File: src/rtl/conv3x3_window_gen.sv
// Streaming 3x3 window generator: two line buffers plus a 3x3 register array turn a
// raster-order pixel stream into every fully-populated neighbourhood of the image.
module conv3x3_window_gen #(
    parameter int IMG_W  = 28,
    parameter int IMG_H  = 28,
    parameter int DATA_W = 8,
    parameter int K      = 3
) (
    input  logic                     clk,
    input  logic                     rst,
    input  logic                     in_valid,
    output logic                     in_ready,
    input  logic [DATA_W-1:0]        in_pixel,
    output logic                     win_valid,
    input  logic                     win_ready,
    output logic [K*K*DATA_W-1:0]    win_data,
    output logic [4:0]               win_row,
    output logic [4:0]               win_col,
    output logic                     frame_done
);

    localparam int CW = $clog2(IMG_W);
    localparam int RW = $clog2(IMG_H);

    logic [CW-1:0]          col_q, col_d;
    logic [RW-1:0]          row_q, row_d;
    logic                   win_valid_q, win_valid_d;
    logic [K*K*DATA_W-1:0]  win_data_q, win_data_d;
    logic [4:0]             win_row_q, win_row_d;
    logic [4:0]             win_col_q, win_col_d;
    logic                   frame_done_q, frame_done_d;

    logic [DATA_W-1:0]      lb0_q [IMG_W];
    logic [DATA_W-1:0]      lb1_q [IMG_W];
    logic [DATA_W-1:0]      arr_q [K][K];

    logic                   accept;
    logic                   emit;
    logic                   last_col;
    logic                   last_row;
    logic [DATA_W-1:0]      new_col [K];
    logic [K*K*DATA_W-1:0]  win_next;

    assign in_ready   = !win_valid_q || win_ready;
    assign win_valid  = win_valid_q;
    assign win_data   = win_data_q;
    assign win_row    = win_row_q;
    assign win_col    = win_col_q;
    assign frame_done = frame_done_q;

    always_comb begin
        accept   = rst && in_valid && in_ready;
        last_col = (col_q == CW'(IMG_W - 1));
        last_row = (row_q == RW'(IMG_H - 1));
        emit     = accept && (row_q >= RW'(K - 1)) && (col_q >= CW'(K - 1));

        // Incoming right-hand column, top to bottom
        new_col[0] = lb1_q[col_q];
        new_col[1] = lb0_q[col_q];
        new_col[2] = in_pixel;

        win_next = '0;
        for (int r = 0; r < K; r++) begin
            for (int c = 0; c < K; c++) begin
                if (c == K - 1)
                    win_next[(r*K+c)*DATA_W +: DATA_W] = new_col[r];
                else
                    win_next[(r*K+c)*DATA_W +: DATA_W] = arr_q[r][c+1];
            end
        end

        col_d        = col_q;
        row_d        = row_q;
        win_valid_d  = win_valid_q;
        win_data_d   = win_data_q;
        win_row_d    = win_row_q;
        win_col_d    = win_col_q;
        frame_done_d = frame_done_q;

        if (accept) begin
            if (last_col) begin
                col_d = '0;
                row_d = last_row ? '0 : row_q + RW'(1);
            end else begin
                col_d = col_q + CW'(1);
            end
        end

        if (emit) begin
            win_valid_d  = 1'b1;
            win_data_d   = win_next;
            win_row_d    = 5'(row_q - RW'(K - 1));
            win_col_d    = 5'(col_q - CW'(K - 1));
            frame_done_d = last_row && last_col;
        end else if (win_ready) begin
            win_valid_d  = 1'b0;
            frame_done_d = 1'b0;
        end
    end

    always_ff @(posedge clk) begin
        if (!rst) begin
            col_q        <= '0;
            row_q        <= '0;
            win_valid_q  <= 1'b0;
            win_data_q   <= '0;
            win_row_q    <= '0;
            win_col_q    <= '0;
            frame_done_q <= 1'b0;
        end else begin
            col_q        <= col_d;
            row_q        <= row_d;
            win_valid_q  <= win_valid_d;
            win_data_q   <= win_data_d;
            win_row_q    <= win_row_d;
            win_col_q    <= win_col_d;
            frame_done_q <= frame_done_d;
        end
    end

    // Storage is deliberately not reset: rows 0..1 refill it before any window is emitted
    always_ff @(posedge clk) begin
        if (accept) begin
            lb0_q[col_q] <= in_pixel;
            lb1_q[col_q] <= lb0_q[col_q];
            for (int r = 0; r < K; r++) begin
                for (int c = 0; c < K; c++) begin
                    if (c == K - 1)
                        arr_q[r][c] <= new_col[r];
                    else
                        arr_q[r][c] <= arr_q[r][c+1];
                end
            end
        end
    end

endmodule

File: config.mk
export PLATFORM = sky130hd
export DESIGN_NAME = conv3x3_window_gen
export DESIGN_NICKNAME = d
export VERILOG_FILES = /design/src/rtl/conv3x3_window_gen.sv
export SDC_FILE = /design/constraint.sdc
export NUM_CORES = 1
export LEC_CHECK = 0
export BUFFER_PORTS_ARGS = -buffer_cell sky130_fd_sc_hd__buf_2
export CORE_MARGIN = 8
export CORE_UTILIZATION = 45
export CTS_CLUSTER_SIZE = 14
export DETAILED_ROUTE_END_ITERATION = 8
export HOLD_SLACK_MARGIN = 0.06
export PLACE_DENSITY = 0.66
export REMOVE_ABC_BUFFERS = 1
export SYNTH_ARGS = -nofsm -noshare
export SYNTH_HDL_FRONTEND = slang
export SYNTH_SLANG_ARGS = --single-unit
File: constraint.sdc
create_clock -name clk -period 2.5 [get_ports clk]
set_input_delay 0.25 -clock clk [delete_from_list [all_inputs] [get_ports clk]]
set_output_delay 0.25 -clock clk [all_outputs]
set_load 0.03 [all_outputs]
==> flow_summary_export.csv, run 1 <==
group,metric,value,unit
outcome,status,"completed",
floorplanning,row_count,82,
timing,maxSlewViolCount,0,
synth,synthArstFlopShare,0,%
floorplanning,core,50100,sq um
timing,rsz0062_at_grt,"no",
global_route,grt_use_total,18.4,%
synth,ys_warn_count,0,
synth,avgSynthCellArea,16.3,sq um
global_route,grt_pass1_vias,12746,
route,drt-pass1-iter-count,5,
critical_path,cp_max_fo,30,
cts,htree_num_levels,2,
place,dp_slack,-0.237,ns
timing,fin_crit_sh,95.6,%
layout,area_growth,16.7,%
timing,fmax,418,MHz
timing,hold_violations,0,
route,viasPerCell,5.54,
critical_path,end_kind,"flip-flop",
floorplanning,die_height,241,um
timing,relSlewSlack,50.9,%
synth,yosys.area.top_type,"edfxtp_1",
place,port_buffers,96,
synth,synth_edf_count,496,
synth,syn_inst,1399,
timing,fin_ws,0.109,ns
synth,syn-cell-area,22800,sq um
job,max-cap-violations,0,
cts,cts.sinks,595,
synth,yosysMostFrequentCell,"edfxtp_1",
route,drc,0,
critical_path,required,2.99,ns
synth,synth_top_area_share,65.5,%
power_and_ir_drop,vdd_drop_max,560,uV
layout,fillers,4112,
route,wl,53800,um
floorplanning,initial_utilization,45.4,%
layout,fin_util,53.0,%
synth,synth_cell_types,45,
timing,tightest_slew,0.737,ns
global_route,overflow,0,
route,drtAntennaViolNets,0,
floorplanning,die_w,241,um
route,drt_iter0_markers,1046,
power_and_ir_drop,power_density,752,nW/um^2
timing,fin_crit,2.39,ns
place,dpl.hpwl,32800,um
critical_path,start_kind,"flip-flop",
route,vias,12764,
floorplanning,num_io_pins,97,
cts,cts_max_path_buffers,3,
hold_path,hold_class,"in -> reg",
critical_path,path_class,"reg -> reg",
power_and_ir_drop,p_leak,9.00,nW
timing,finClkSkew,0.0336,ns
global_route,antenna_found_initial,1,
cts,cts_tree,"done",
global_route,grt_pass1_wl,79700,um
synth,ys.flop_type,"edfxtp_1",
route,wl_per_cell,23.3,um
synth,ys_seq_elements,595,
floorplanning,die-area,58000,sq um
cts,root_buffer,"clkbuf_16",
power_and_ir_drop,finalPower,20.0,mW
cts,clk_pin_slew,0.06,ns
synth,synthTopCellsByArea,"edfxtp_1 65%, dfxtp_1 8.7%, mux2i_1 8.6%",
cts,numCtsBuffers,56,
timing,setup_viol,0,
cts,clk_latency,0.63,ns
layout,fin_nets,1608,
global_route,grt_max_degree,75,
timing,whs,0.103,ns
timing,setup_tns,0,ns
place,gp_congestion,0.832,
synth,ys_seq_area_share,74.2,%
synth,synthTopCellsByCount,"496 x edfxtp_1, 196 x mux2i_1, 161 x nand2_1",
critical_path,cp_data_arrival_time,2.89,ns
layout,antennaDiodeCount,0,
layout,drive_gt1_share,20.9,%
## layout make-up
class / count / area [sq um] / area share [%]
Sequential cell: 595 / 16900 / 63.6
Clock inverter: 25 / 179 / 0.674
Multi-Input combinational cell: 713 / 5450 / 20.5
Inverter: 7 / 26.3 / 0.0990
Tap cell: 672 / 841 / 3.17
Clock buffer: 80 / 1550 / 5.84
Timing Repair Buffer: 213 / 1620 / 6.10
## routing by layer
metal | share of wire (%) | global-route usage (%) | wire, um
met4 | 2.6 | 6.56 | 1420
met1 | 42 | 24.9 | 22500
met3 | 6.8 | 3.31 | 3670
met2 | 49 | 29.6 | 26200
met5 | 0 | 0 | 0
## path summary, 6_finish.rpt
path                                             from                        end  slack [ns]  cells past startpoint
worst min-delay path                         in_valid                  flip-flop        0.10                      4
worst max-delay path                        flip-flop  win_data[45]$_SDFFE_PN0P_        0.11                      9
worst max register to register              flip-flop  win_data[45]$_SDFFE_PN0P_        0.11                      9
worst min register to register  arr_q[1][1]$_DFFE_PP_      arr_q[1][9]$_DFFE_PP_        0.43                      0
## sequential cells by signal, indices dropped and copies added, names as in the netlist, named ones only
signal,count
lb0_q,224
lb1_q,224
win_data,72
arr_q,48
col_q,5
row_q,5
win_col,5
win_row,5
frame_done,1
win_valid,1
## what timing repair did
item,in CTS,in global routing
buffers inserted,0,1
pin swaps,0,1
hold buffers,3,0
cloned,0,1
hold endpoints to repair,2,0
endpoints found under the setup margin,58,85
gates resized for setup,3,2
## power by group
group          internal (mW)  switching [mW]
clock                   4.44            3.58
combinational          0.409           0.625
sequential              10.9          0.0285
## cell families after synthesis
kind of cell	Yosys count	share of synthesized area, %
DFF	595	74.2
xor gates and xnor gates	7	0.269
adders and majority gates	10	0.550
AOI/OAI and AO/OA	202	7.24
and+or+nand+nor	282	5.41
buffers and inverters	91	2.17
muxes	212	10.2
## worst max-delay path, stage by stage, from the launching register on
cell     delay (ns)
dfxtp_1        0.33
buf_4          0.14
buf_4          0.13
nor2_4         0.21
buf_6          0.36
a22oi_1        0.16
nand3_1        0.19
nand4_1        0.19
buf_12         0.21
o221a_2        0.29
## layout by cell type (no fill, tap or decap), types with 6 or more instances in the layout
master / count
nand2_1: 161
ha_1: 10
nand3_1: 35
a21boi_0: 57
a221oi_2: 7
o211a_1: 6
edfxtp_1: 496
clkbuf_1: 18
inv_1: 7
o221a_2: 18
buf_4: 94
clkbuf_16: 57
a21oi_1: 15
nand4_1: 16
buf_2: 96
buf_12: 17
dfxtp_1: 98
o21ai_1: 6
clkinv_2: 10
mux2i_1: 196
a22oi_1: 74
nor2b_1: 8
clkbuf_8: 6
nand2b_1: 6
nor2_1: 38
clkinv_1: 8
mux4_2: 16
## metrics by stage
step | cells | instance area [sq um]
floorplan | 1315 | 22300
global placement | 2196 | 24700
detailed placement | 2196 | 24700
CTS | 2304 | 26500
global route | 2305 | 26600
finish | 2305 | 26600
Power figures use the tool's default switching activity.
==> run 2: changes to the inputs <==
ABC_AREA = 1   (was not set)
PLACE_DENSITY = 0.63   (was 0.66)
clock period = 2.75 ns   (was 2.5 ns; I/O delays follow)
==> run 2 against run 1 <==
Net effect:
- core utilization shrank 1.3 points
- sequential share of layout area fell by 2.7 points
- clock-buffer cell count down 8
- wire length is 17% higher
- maximum frequency decreased by 7.6%
- combinational power is 28% higher
- first-iteration DRC count up 45%
- synthesized cell count rose by 62%
- register-to-register slack improved by 0.05 ns
- highest routed layer unchanged
==> flow_summary_export.csv, run 2 <==
group,metric,value,unit
global_route,antenna_found_initial,1,
floorplanning,initial_utilization,45.3,%
floorplanning,core,53600,sq um
timing,rsz0062_at_grt,"no",
critical_path,path_delay_family,"buffers and inverters",
global_route,grt_pass1_vias,15831,
place,dp_slack,0.201,ns
layout,finalNonFillerCells,3142,
route,wl,63000,um
synth,synthTopCellsByCount,"612 x nand2_1, 496 x edfxtp_1, 294 x nand3_1",
synth,ys_seq_area_share,69.6,%
critical_path,start_kind,"flip-flop",
cts,clk_pin_slew,0.06,ns
hold_path,hold_class,"in -> reg",
power_and_ir_drop,vdd_drop_max,612,uV
power_and_ir_drop,p_leak,11.3,nW
timing,fin_crit,2.59,ns
layout,fin_util,51.7,%
floorplanning,num_io_pins,97,
critical_path,cp_data_arrival_time,3.09,ns
place,dp.cells,3027,
critical_path,required,3.26,ns
timing,tightest_slew,0.868,ns
route,viasPerCell,5.24,
floorplanning,row_count,85,
cts,numCtsBuffers,59,
synth,synth_edf_count,496,
synth,synth_cell_types,34,
cts,clk_latency,0.63,ns
critical_path,cp_slowest_cell,"dfxtp_1",
global_route,grt_pass1_wl,95500,um
critical_path,cp_max_fo,37,
critical_path,slowest_delay,0.46,ns
cts,root_buffer,"clkbuf_16",
synth,synth_top_area_share,61.4,%
critical_path,path_class,"reg -> reg",
route,wl_per_cell,20.1,um
layout,drive_gt1_share,12.0,%
route,drc,0,
synth,ys.flop_type,"edfxtp_1",
timing,relSlewSlack,41.8,%
layout,multi_input_comb_area,5670,sq um
synth,yosysMostFrequentCell,"nand2_1",
power_and_ir_drop,finalPower,19.7,mW
place,port_buffers,96,
layout,fillers,4703,
synth,yosys.area.top_type,"edfxtp_1",
layout,final_common_cell,"nand2_1",
power_and_ir_drop,power_density,711,nW/um^2
layout,fin_nets,2416,
timing,fin_ws,0.163,ns
timing,finClkSkew,0.0265,ns
route,drt_iter0_markers,1512,
timing,fin_crit_sh,94.1,%
global_route,overflow,0,
synth,ys_warn_count,0,
critical_path,cp_num_buf_inv,4,
job,max-cap-violations,0,
synth,synthTopCellsByArea,"edfxtp_1 61%, nand2_1 9.5%, dfxtp_1 8.2%",
critical_path,end_kind,"flip-flop",
global_route,grt_use_total,20.4,%
layout,layout_common_cells,"612 x nand2_1, 496 x edfxtp_1, 294 x nand3_1",
critical_path,cp_cell_sequence,"inv_1 > ha_1 > nand3_1 > nand2_1 > inv_2 > nand2_4 > inv_4 > buf_4 > o21ai_0 > a21oi_1",
critical_path,r2r_setup_slack,0.16,ns
cts,post_cts_resized,0,
synth,avgSynthCellArea,10.7,sq um
floorplanning,die_w,248,um
route,vias,16449,
global_route,grt_max_degree,93,
timing,fmax,387,MHz
floorplanning,die-area,61600,sq um
cts,htree_num_levels,2,
cts,cts.sinks,595,
route,drtAntennaViolNets,0,
synth,syn-cell-area,24300,sq um
synth,ys_seq_elements,595,
place,dpl.hpwl,37500,um
timing,setup_viol,0,
timing,hold_violations,0,
layout,area_growth,14.3,%
timing,setup_tns,0,ns
place,gp_congestion,0.816,
outcome,status,"completed",
synth,synthArstFlopShare,0,%
timing,maxSlewViolCount,0,
cts,cts_max_path_buffers,3,
floorplanning,die_height,248,um
layout,seq_area,16900,sq um
route,drt-pass1-iter-count,5,
cts,cts_tree,"done",
synth,syn_inst,2272,
[run 2: metal layers]
layer	part of all wire, %	track usage [%]	vias up
met5	0	0	-
met4	3.2	7.08	0
met3	7.9	3.43	112
met2	47	32.9	647
met1	42	27.8	7932
li1	-	-	7758
[run 2: power by group]
part | internal, mW | switching (mW) | leakage [nW]
Clock | 4.96 | 3.44 | 0.996
Combinational | 0.357 | 0.961 | 5.07
Sequential | 9.95 | 0.0356 | 5.28
Total | 15.3 | 4.44 | 11.3
[run 2: kinds of logic after synthesis]
group / count (synthesis) / share of synthesized area (%)
AO/OA/AOI/OAI: 151 / 3.34
XOR/XNOR: 5 / 0.181
adder cells (fa/ha/maj): 10 / 0.516
buffers and inverters: 381 / 7.08
flip-flops: 595 / 69.6
AND/OR/NAND/NOR: 1130 / 19.3
[run 2: cell type report]
class                           instances  share of cell area (%)
Antenna cell                            1                 0.00903
Timing Repair Buffer                  181                    4.55
Inverter                              261                    3.57
Clock inverter                         40                    1.66
Multi-Input combinational cell       1296                    20.4
Tap cell                              696                    3.14
Clock buffer                           72                    5.73
Sequential cell                       595                    60.9
[run 2: final timing paths]
check                           cells after the start                   endpoint                   from
worst max-delay path                               10  win_data[42]$_SDFFE_PN0P_  col_q[1]$_SDFFE_PN0P_
worst min-delay path                                1     lb0_q[21][3]$_DFFE_PP_            in_pixel[3]
worst max register to register                     10  win_data[42]$_SDFFE_PN0P_  col_q[1]$_SDFFE_PN0P_
worst min register to register                      0     arr_q[1][10]$_DFFE_PP_  arr_q[1][2]$_DFFE_PP_
[run 2: timing repair]
action	CTS	global route
endpoints found under the hold margin	4	0
hold buffers	2	0
endpoints found under the setup margin	0	0
buffers inserted	0	0
[run 2: stage by stage]
stage                     cell area (sq um)  hold WS [ns]
after floorplan                       23500         0.374
after global placement                25700         0.427
after detailed placement              25700         0.432
after CTS                             27700         0.227
after global routing                  27700         0.242
final                                 27700         0.248
